**src/rtl/entry_input_port_pkg.sv**
```systemverilog
`default_nettype none
// ============================================================================
// entry_input_port_pkg : shared types and constants for the keyed-input port
// Revision: 1.0
// ============================================================================
package entry_input_port_pkg;

    typedef enum logic [1:0] {
        DEB_RELEASED     = 2'd0,
        DEB_PRESS_WAIT   = 2'd1,
        DEB_PRESSED      = 2'd2,
        DEB_RELEASE_WAIT = 2'd3
    } deb_state_t;

    // The push-button pulls the line low while held.
    localparam logic ENT_PRESSED = 1'b0;

    localparam int unsigned DEFAULT_DEBOUNCE_CYCLES = 250000;

endpackage : entry_input_port_pkg
`default_nettype wire

```
**src/rtl/entry_input_port_if.sv**
```systemverilog
`default_nettype none
// ============================================================================
// entry_input_port_if : processor-side word handshake of the keyed-input port
// Revision: 1.0
// ============================================================================
interface entry_input_port_if #(
    parameter int WIDTH = 16,
    parameter int DEPTH = 4
);
    logic [WIDTH-1:0]       data;
    logic                   valid;
    logic [$clog2(DEPTH):0] count;
    logic                   overflow;
    logic                   rd;
    logic                   clr_ovf;

    modport master (
        output data, valid, count, overflow,
        input  rd, clr_ovf
    );

    modport slave (
        input  data, valid, count, overflow,
        output rd, clr_ovf
    );
endinterface : entry_input_port_if
`default_nettype wire

```
**src/rtl/entry_input_port_ent_debouncer.sv**
```systemverilog
`default_nettype none
// ============================================================================
// entry_input_port_ent_debouncer : ent synchronizer + debounce FSM, one-cycle
// capture pulse on each qualified press-release. Revision: 1.0
// ============================================================================
module entry_input_port_ent_debouncer
    import entry_input_port_pkg::*;
#(
    parameter int unsigned DEBOUNCE_CYCLES = DEFAULT_DEBOUNCE_CYCLES
) (
    input  logic clk,
    input  logic reset,
    input  logic ent,
    output logic capture
);

    localparam int unsigned CNT_W = (DEBOUNCE_CYCLES > 1) ? $clog2(DEBOUNCE_CYCLES) : 1;
    localparam logic [CNT_W-1:0] CNT_LAST = CNT_W'(DEBOUNCE_CYCLES - 1);

    logic             ent_meta;
    logic             ent_s;
    deb_state_t       state;
    deb_state_t       state_next;
    logic [CNT_W-1:0] cnt;
    logic [CNT_W-1:0] cnt_next;
    logic             capture_next;

    always_ff @(posedge clk or negedge reset) begin
        if (!reset) begin
            ent_meta <= 1'b1;
            ent_s    <= 1'b1;
            state    <= DEB_RELEASED;
            cnt      <= '0;
            capture  <= 1'b0;
        end else begin
            ent_meta <= ent;
            ent_s    <= ent_meta;
            state    <= state_next;
            cnt      <= cnt_next;
            capture  <= capture_next;
        end
    end

    // Counter only advances while waiting; any other outcome restarts it at 0.
    always_comb begin
        state_next = state;
        cnt_next   = '0;
        case (state)
            DEB_RELEASED: begin
                if (ent_s == ENT_PRESSED) state_next = DEB_PRESS_WAIT;
            end
            DEB_PRESS_WAIT: begin
                if (ent_s != ENT_PRESSED)  state_next = DEB_RELEASED;
                else if (cnt == CNT_LAST)  state_next = DEB_PRESSED;
                else                       cnt_next   = cnt + 1'b1;
            end
            DEB_PRESSED: begin
                if (ent_s != ENT_PRESSED) state_next = DEB_RELEASE_WAIT;
            end
            DEB_RELEASE_WAIT: begin
                if (ent_s == ENT_PRESSED)  state_next = DEB_PRESSED;
                else if (cnt == CNT_LAST)  state_next = DEB_RELEASED;
                else                       cnt_next   = cnt + 1'b1;
            end
            default: state_next = DEB_RELEASED;
        endcase
    end

    always_comb begin
        capture_next = (state == DEB_RELEASE_WAIT) && (ent_s != ENT_PRESSED) && (cnt == CNT_LAST);
    end

endmodule : entry_input_port_ent_debouncer
`default_nettype wire

```
**src/rtl/entry_input_port.sv**
```systemverilog
`default_nettype none
// ============================================================================
// entry_input_port : debounced switch-word capture into a FIFO presented to
// the processor with a valid/read handshake. Revision: 1.0
// ============================================================================
module entry_input_port
    import entry_input_port_pkg::*;
#(
    parameter int          WIDTH           = 16,
    parameter int          DEPTH           = 4,
    parameter int unsigned DEBOUNCE_CYCLES = DEFAULT_DEBOUNCE_CYCLES
) (
    input  logic                    clk,
    input  logic                    reset,
    input  logic                    ent,
    input  logic [WIDTH-1:0]        switch,
    entry_input_port_if.master      bus
);

    localparam int PTR_W = $clog2(DEPTH);
    localparam int CNT_W = PTR_W + 1;
    localparam logic [CNT_W-1:0] CNT_FULL = CNT_W'(DEPTH);

    logic [WIDTH-1:0] sw_meta;
    logic [WIDTH-1:0] sw_s;
    logic             capture;

    logic [WIDTH-1:0] mem [DEPTH];
    logic [PTR_W-1:0] wr_ptr;
    logic [PTR_W-1:0] rd_ptr;
    logic [PTR_W-1:0] rd_ptr_inc;
    logic [CNT_W-1:0] cnt;
    logic [WIDTH-1:0] head;
    logic             ovf;

    logic             full;
    logic             pop;
    logic             push;
    logic             drop;

    always_ff @(posedge clk or negedge reset) begin
        if (!reset) begin
            sw_meta <= '0;
            sw_s    <= '0;
        end else begin
            sw_meta <= switch;
            sw_s    <= sw_meta;
        end
    end

    entry_input_port_ent_debouncer #(
        .DEBOUNCE_CYCLES (DEBOUNCE_CYCLES)
    ) u_deb (
        .clk     (clk),
        .reset   (reset),
        .ent     (ent),
        .capture (capture)
    );

    // A full FIFO still accepts a capture when the head is popped that cycle.
    assign full       = (cnt == CNT_FULL);
    assign pop        = bus.rd && (cnt != '0);
    assign push       = capture && (!full || pop);
    assign drop       = capture && full && !pop;
    assign rd_ptr_inc = rd_ptr + 1'b1;

    always_ff @(posedge clk) begin
        if (push) mem[wr_ptr] <= sw_s;
    end

    always_ff @(posedge clk or negedge reset) begin
        if (!reset) begin
            wr_ptr <= '0;
            rd_ptr <= '0;
            cnt    <= '0;
        end else begin
            if (push) wr_ptr <= wr_ptr + 1'b1;
            if (pop)  rd_ptr <= rd_ptr_inc;
            case ({push, pop})
                2'b10:   cnt <= cnt + 1'b1;
                2'b01:   cnt <= cnt - 1'b1;
                default: cnt <= cnt;
            endcase
        end
    end

    // Head register tracks mem[rd_ptr]; it is left alone when the FIFO drains.
    always_ff @(posedge clk or negedge reset) begin
        if (!reset) begin
            head <= '0;
        end else if (pop) begin
            if (cnt > CNT_W'(1))  head <= mem[rd_ptr_inc];
            else if (push)        head <= sw_s;
        end else if (push && (cnt == '0)) begin
            head <= sw_s;
        end
    end

    always_ff @(posedge clk or negedge reset) begin
        if (!reset)            ovf <= 1'b0;
        else if (drop)         ovf <= 1'b1;
        else if (bus.clr_ovf)  ovf <= 1'b0;
    end

    assign bus.data     = head;
    assign bus.valid    = (cnt != '0);
    assign bus.count    = cnt;
    assign bus.overflow = ovf;

endmodule : entry_input_port
`default_nettype wire

```
**src/flat_wrapper.sv**
```systemverilog
// flat-port wrapper written by rule: the top's interface ports become plain ports
module entry_input_port_flat import entry_input_port_pkg::*;
#(
    parameter int          WIDTH           = 16,
    parameter int          DEPTH           = 4,
    parameter int unsigned DEBOUNCE_CYCLES = DEFAULT_DEBOUNCE_CYCLES
)
  (clk, reset, ent, switch, bus_data, bus_valid, bus_count, bus_overflow, bus_rd, bus_clr_ovf);
  entry_input_port_if #(.WIDTH(WIDTH), .DEPTH(DEPTH)) bus_i ();
  input  logic clk;
  input  logic reset;
  input  logic ent;
  input  logic [WIDTH-1:0] switch;
  output wire logic [$bits(bus_i.data)-1:0] bus_data;
  output wire logic [$bits(bus_i.valid)-1:0] bus_valid;
  output wire logic [$bits(bus_i.count)-1:0] bus_count;
  output wire logic [$bits(bus_i.overflow)-1:0] bus_overflow;
  input wire logic [$bits(bus_i.rd)-1:0] bus_rd;
  input wire logic [$bits(bus_i.clr_ovf)-1:0] bus_clr_ovf;
  assign bus_data = bus_i.data;
  assign bus_valid = bus_i.valid;
  assign bus_count = bus_i.count;
  assign bus_overflow = bus_i.overflow;
  assign bus_i.rd = bus_rd;
  assign bus_i.clr_ovf = bus_clr_ovf;
  entry_input_port #(.WIDTH(WIDTH), .DEPTH(DEPTH), .DEBOUNCE_CYCLES(DEBOUNCE_CYCLES)) u_core (.clk(clk), .reset(reset), .ent(ent), .switch(switch), .bus(bus_i));
endmodule
```
**config.mk**
```make
export PLATFORM = sky130hd
export DESIGN_NAME = entry_input_port_flat
export DESIGN_NICKNAME = d
export VERILOG_FILES = /design/src/rtl/entry_input_port_pkg.sv /design/src/rtl/entry_input_port_if.sv /design/src/rtl/entry_input_port_ent_debouncer.sv /design/src/rtl/entry_input_port.sv /design/src/flat_wrapper.sv
export SDC_FILE = /design/constraint.sdc
export NUM_CORES = 1
export LEC_CHECK = 0
export ABC_CLOCK_PERIOD_IN_PS = 2000
export CAP_MARGIN = 30
export CORE_MARGIN = 5
export CORE_UTILIZATION = 35
export DETAILED_ROUTE_END_ITERATION = 7
export GPL_ROUTABILITY_DRIVEN = 0
export GPL_TIMING_DRIVEN = 0
export PLACE_DENSITY = 0.49
export SYNTH_ARGS = -nofsm -noshare
export SYNTH_HDL_FRONTEND = slang
export SYNTH_SLANG_ARGS = --single-unit
```
**constraint.sdc**
```tcl
create_clock -name clk -period 2 [get_ports clk]
set_input_delay 0.4 -clock clk [delete_from_list [all_inputs] [get_ports clk]]
set_output_delay 0.4 -clock clk [all_outputs]
set_load 0.05 [all_outputs]
```
==> results of run 1 <==
per-layer routing:
metal	share of wire [%]	vias up	global-route usage, %
met5	0	-	0
met4	1.6	0	5.21
met1	48	1555	18.2
li1	-	1429	-
met3	3.4	12	4.05
met2	47	46	19.1
kinds of logic (layout without fill, tap and decap cells):
family / Yosys count / in the layout
flops: 143 / 143
simple gates: 88 / 88
mux: 34 / 34
buf+inv: 29 / 113
compound gates: 24 / 24
xor+xnor: 22 / 22
fa+ha+maj: 10 / 10
cell usage in the layout (no fill, tap or decap), drive strengths merged:
cell type	count
clkinv	6
nor4b	2
dlymetal6s2s	5
nand3b	1
nand3	25
buf	19
inv	21
ha	10
dfrtp	77
clkinvlp	3
o21ai	19
dlygate4sd3	1
clkbuf	24
or3	1
and2	3
nand4	5
o22ai	1
dfstp	2
nor3	4
xor2	3
edfxtp	64
and3	6
a21oi	1
nor2	21
nor4	9
o311ai	1
nand2	7
clkdlybuf4s50	19
nor2b	3
o31ai	2
dlygate4sd2	15
mux2i	18
or4	1
xnor2	19
mux4	16
worst reg2reg max path, stage by stage, from the launching register on:
cell      delay, ns
dfrtp_2        0.44
inv_2          0.11
ha_4           0.16
nand3b_1       0.17
and2_1         0.26
inv_1          0.11
ha_4           0.15
mux2i_1        0.17
nor2_1         0.07
xnor2_1        0.12
report_power, final:
part           switching (uW)  internal (uW)
clock                    1310           1620
combinational            1530            975
sequential                174           3330
layout make-up:
cell class              instances  area (um2)  share of cell area [%]
flip-flops and latches        143        3900                    56.4
multi-input cells             178        1550                    22.5
repair buffers                 52         504                    7.29
clock buffers                  17         425                    6.15
well taps                     211         264                    3.81
clock inverters                15         130                    1.88
plain buffers                  14        82.6                    1.19
inverters                      15        56.3                   0.814
sequential cells by signal, summed over array words and instances, names as in the netlist, 2 cells and up, named ones only:
| signal | count |
|---|---|
| u_core.wr_ptr | 2 |
| u_core.sw_s | 16 |
| u_core.rd_ptr | 2 |
| u_core.bus.count | 3 |
| u_core.sw_meta | 16 |
| u_core.mem | 64 |
| u_core.u_deb.cnt | 18 |
| u_core.bus.data | 16 |
stage by stage:
stage / power, uW / instance area, um2 / hold WS [ns] / cells
floorplan: 5210 / 5540 / 0.104 / 350
global placement: 5990 / 6210 / 0.332 / 602
detailed placement: 6020 / 6240 / 0.335 / 603
CTS: 9030 / 6870 / 0.348 / 642
global route: 9410 / 6920 / 0.349 / 645
finish: 8940 / 6920 / 0.345 / 645
worst max path at each step:
stage | startpoint | slack (ns) | end
2_1_floorplan | u_core.bus.count[0] | 0.01 | u_core.bus.count[2]
3_3_place_gp | reset | -2.89 | u_core.bus.count[1]
3_5_place_dp | bus_rd | -0.92 | u_core.mem[1][14]
4_1_cts | u_core.bus.data[3] | 0.003 | bus_data[3]
5_1_grt | u_core.bus.count[1] | 0.02 | bus_valid
6_report | u_core.bus.count[1] | 0.08 | bus_valid
what timing repair did:
action,in CTS,in global routing
pin swaps,2,2
buffers inserted,6,3
hold buffers,1,0
endpoints found under the setup margin,109,64
resized for setup,33,13
hold endpoints to repair,28,0
==> impl_metrics.csv, run 1 <==
group,metric,value,unit
grt,grt_pass1_wl,18000,um
critical_path,cpPeakStageDelay,0.44,ns
route,via_count,3042,
yosys,syn_nets,381,
clock_network,ctsRootBufferMaster,"clkbuf_16",
route,drc,0,
clock_network,cts_tree,"done",
yosys,yosys.cell_count.top_type,"dfrtp_1",
power,ir_drop,657,uV
yosys,synth_top_family_by_area,"multiplexers",
floorplanning,core_area,0.0153,mm2
critical_path,regToRegStartpoint,"u_core.bus.count[1]",
yosys,ys_seq_elements,143,
route,dr.pass1.iters,6,
yosys,synth_commonest_cells,"dfrtp_1 (77), edfxtp_1 (64), nand3_1 (25), nor2_1 (21), xnor2_1 (19)",
yosys,synth_warnings,0,
yosys,syn_inst,350,
finish,area_growth,25.4,%
finish,postLayoutCoreUtil,45.2,%
timing,final.setup.tns,0,ns
critical_path,cp_data_required_time,1.60,ns
yosys,yosys.area_share.adder,2.27,%
yosys,netlist_area,0.00552,mm2
yosys,yosysSeqAreaShare,70.7,%
flow_run,maxCapViolations,0,
grt,track_usage,13.1,%
timing,worst_pin_slew,0.582,ns
yosys,synthMuxAreaShare,9.80,%
route,wl_per_cell,16.8,um
grt,overflow,0,
critical_path,startpoint_type,"register",
place,dp_slack,-0.921,ns
route,ant_nets,0,
floorplanning,ioPinCount,42,
grt,grt_pass1_vias,3253,
finish,nFillCells,1396,
floorplanning,die_area,0.0184,mm2
yosys,synth_top_flop_cell,"dfrtp_1",
clock_network,cts-htree-levels,4,
critical_path,r2r_slack,0.13,ns
power,leakage,0.00279,uW
floorplanning,die_w,136,um
timing,relSlewSlack,61.2,%
timing,setup_viol,0,
grt,antenna_found_initial,0,
timing,maxSlewViolCount,0,
clock_network,clkTransAtPathRegs,0.06,ns
timing,worst_slack,0.0839,ns
critical_path,path_buf_inv,3,
yosys,yosysTopAreaCell,"dfrtp_1",
critical_path,cp.arrival,1.52,ns
critical_path,crit_path_cell_trace,"inv_2, ha_4, nor2b_4, inv_2, buf_4",
route,wirelength,10800,um
clock_network,cts.sinks,143,
yosys,syn_area_per_cell,15.8,um2
critical_path,reg2reg_depth,9,
place,hpwl,6680,um
clock_network,clkLatencyLatePin,0.42,ns
timing,fmax,522,MHz
floorplanning,rows,45,
critical_path,path_max_fanout,5,
critical_path,crit_type,"reg2out",
critical_path,cp.depth,5,
place,port_buffers,41,
critical_path,crit_slowest_cell,"dfrtp_2",
worst_hold_path,hold_start,"u_core.sw_meta[11]",
yosys,yosys.area.top_type_share,34.9,%
critical_path,timing.rr.end,"u_core.bus.count[2]",
yosys,synth_compound_area_share,2.84,%
yosys,synth_edf_count,64,
critical_path,cpMostUsedCell,"inv_2",
timing,finalCritPeriodShare,95.8,%
finish,nets,452,
timing,rsz0062_at_grt,"false",
clock_network,cts_buffers,17,
finish,drive_gt1_share,21.4,%
yosys,synth_xor_xnor_area_share,3.49,%
route,vias_per_cell,4.72,
worst_hold_path,holdPathEnd,"u_core.sw_s[11]",
route,drt_iter0_drc,259,
yosys,synth_area_leaders,"dfrtp_1 (35%), edfxtp_1 (35%), mux4_2 (6.5%), mux2i_1 (3.3%), xnor2_1 (3.0%)",
worst_hold_path,hold_path_depth,0,
timing,finalHoldViolations,0,
floorplanning,fp.dieH,136,um
timing,clock_skew,0.00812,ns
power,power_density,1290,mW/mm2
finish,diodes,0,
critical_path,worst_setup_path_end_kind,"output pin",
grt,grt_max_degree,52,
timing,fin_crit,1.92,ns
clock_network,cts_buffer_depth,2,
yosys,synthArstFlopShare,55.2,%
critical_path,path_delay_family,"flip-flops",
floorplanning,initial_core_util,36.0,%
yosys,ys_types,37,
yosys,synth-simple-area-share,8.57,%
run_status,status,"finished clean",
worst_hold_path,min_path_type,"reg2reg",
Note: power is estimated with default switching activity, not from simulation.
==> run 2, diff against run 1 <==
SKIP_LAST_GASP = 1   (was default)
==> impl_metrics.csv, run 2 (synthesized netlist as in run 1, its figures left out) <==
group,metric,value,unit
critical_path,startpoint,"u_core.bus.count[1]",
critical_path,cp.arrival,1.55,ns
route,drt_iter0_drc,257,
critical_path,cpPeakStageDelay,0.44,ns
worst_hold_path,min_path_type,"reg2reg",
critical_path,crit_path_cell_trace,"inv_2, ha_4, nor2b_4, inv_2, buf_4",
floorplanning,rows,45,
place,hpwl,6680,um
finish,area_growth,25.3,%
flow_run,maxCapViolations,0,
critical_path,startpoint_type,"register",
clock_network,cts.sinks,143,
clock_network,clkTransAtPathRegs,0.06,ns
worst_hold_path,hold_start,"u_core.sw_meta[9]",
timing,worst_pin_slew,0.555,ns
finish,drive_gt1_share,21.2,%
grt,antenna_found_initial,0,
finish,layout_commonest_cell,"dfrtp_1",
clock_network,ctsRootBufferMaster,"clkbuf_16",
critical_path,worst_setup_path_end_kind,"output pin",
critical_path,crit_type,"reg2out",
finish,postLayoutCoreUtil,45.1,%
finish,most-common-layout-cells,"dfrtp_1 (75), edfxtp_1 (64), nand3_1 (25), nor2_1 (21)",
critical_path,regToRegStartpoint,"u_core.bus.count[1]",
timing,fin_crit,1.95,ns
timing,rsz0062_at_grt,"true",
route,drc,0,
floorplanning,fp.dieH,136,um
clock_network,cts_tree,"done",
critical_path,path_max_fanout,5,
finish,diodes,0,
clock_network,clkLatencyLatePin,0.42,ns
power,power_density,1290,mW/mm2
route,wirelength,10800,um
critical_path,path_buf_inv,3,
floorplanning,ioPinCount,42,
critical_path,path_delay_family,"flip-flops",
route,ant_nets,0,
clock_network,cts_buffers,17,
finish,largest_reg_flops,64,
route,dr.pass1.iters,7,
timing,clock_skew,0.00857,ns
floorplanning,die_w,136,um
timing,setup_viol,0,
run_status,status,"finished clean",
route,vias_per_cell,4.71,
route,via_count,3032,
grt,grt_max_degree,52,
power,ir_drop,658,uV
timing,maxSlewViolCount,0,
timing,finalHoldViolations,0,
critical_path,crit_slowest_cell,"dfrtp_2",
clock_network,cts_buffer_depth,2,
grt,overflow,0,
critical_path,cpMostUsedCell,"inv_2",
floorplanning,initial_core_util,36.0,%
finish,nets,451,
place,port_buffers,41,
clock_network,cts-htree-levels,4,
timing,fmax,514,MHz
critical_path,cp_data_required_time,1.60,ns
grt,grt_pass1_vias,3265,
timing,finalCritPeriodShare,97.3,%
timing,relSlewSlack,63.0,%
floorplanning,core_area,0.0153,mm2
grt,grt_pass1_wl,17900,um
finish,largestRegisters,"u_core.mem x64, u_core.u_deb.cnt x18",
grt,track_usage,13.1,%
floorplanning,die_area,0.0184,mm2
finish,top_register,"u_core.mem",
power,finalPower,8930,uW
power,leakage,0.00278,uW
route,wl_per_cell,16.8,um
-- run 2: path summary, 6_finish.rpt --
check | endpoint | slack [ns] | depth (start not counted)
worst min-delay path | u_core.sw_s[9] | 0.35 | 0
min in group asynchronous | u_core.u_deb.cnt[5] | 0.46 | 2
worst min register to register | u_core.sw_s[9] | 0.35 | 0
worst max-delay path | bus_valid | 0.05 | 5
worst max register to register | u_core.bus.count[2] | 0.11 | 9
max in group asynchronous | u_core.u_deb.ent_meta | 0.91 | 3
-- run 2: final cells by class --
class                      count  area, um2
fill                        1396       8400
sequential                   143       3900
multi-input combinational    178       1550
timing repair buffer          51        497
clock buffer                  17        425
tap                          211        264
clock inverter                15        130
buffer                        14       82.6
inverter                      15       56.3
-- run 2: repair_timing --
action,in CTS,in global routing
pin swaps,2,2
gates resized for setup,29,18
setup endpoints to repair,109,50
buffers inserted,6,2
hold buffers,1,0
hold endpoints to repair,28,0
-- run 2: worst reg2reg max path, cell delays in order (launching register included) --
cell      delay (ns)
dfrtp_2         0.44
inv_2           0.11
ha_4            0.16
nand3b_1        0.18
and2_1          0.26
inv_1           0.11
ha_4            0.15
mux2i_1         0.17
nor2_1          0.07
xnor2_1         0.12
-- run 2: report_power, final --
| group | leakage, uW | internal, uW | switching, uW |
|---|---|---|---|
| Sequential | 0.00154 | 3330 | 174 |
| Clock | 0.000263 | 1620 | 1320 |
| Combinational | 0.000974 | 964 | 1520 |
| Total | 0.00278 | 5920 | 3010 |
-- run 2: per-layer routing --
layer  share of wire [%]  wire length [um]  up-vias  global-route usage, %
li1                    -                 -     1423                      -
met1                  48              5160     1545                   18.2
met2                  47              5100       52                   19.2
met3                 3.6               385       12                   4.05
met4                 1.6               178        0                   5.21
met5                   0                 0        -                      0
-- run 2: through the flow --
stage / setup TNS [ns] / hold slack (ns) / setup WS (ns) / cell area, um2 / instances
2_1_floorplan: 0 / 0.104 / 0.0125 / 5540 / 350
3_3_place_gp: -269.36 / 0.332 / -2.89 / 6210 / 602
3_5_place_dp: -67.60 / 0.335 / -0.921 / 6240 / 603
4_1_cts: -0.183 / 0.348 / -0.180 / 6850 / 642
5_1_grt: -0.0189 / 0.349 / -0.0189 / 6910 / 644
6_report: 0 / 0.345 / 0.0548 / 6910 / 644
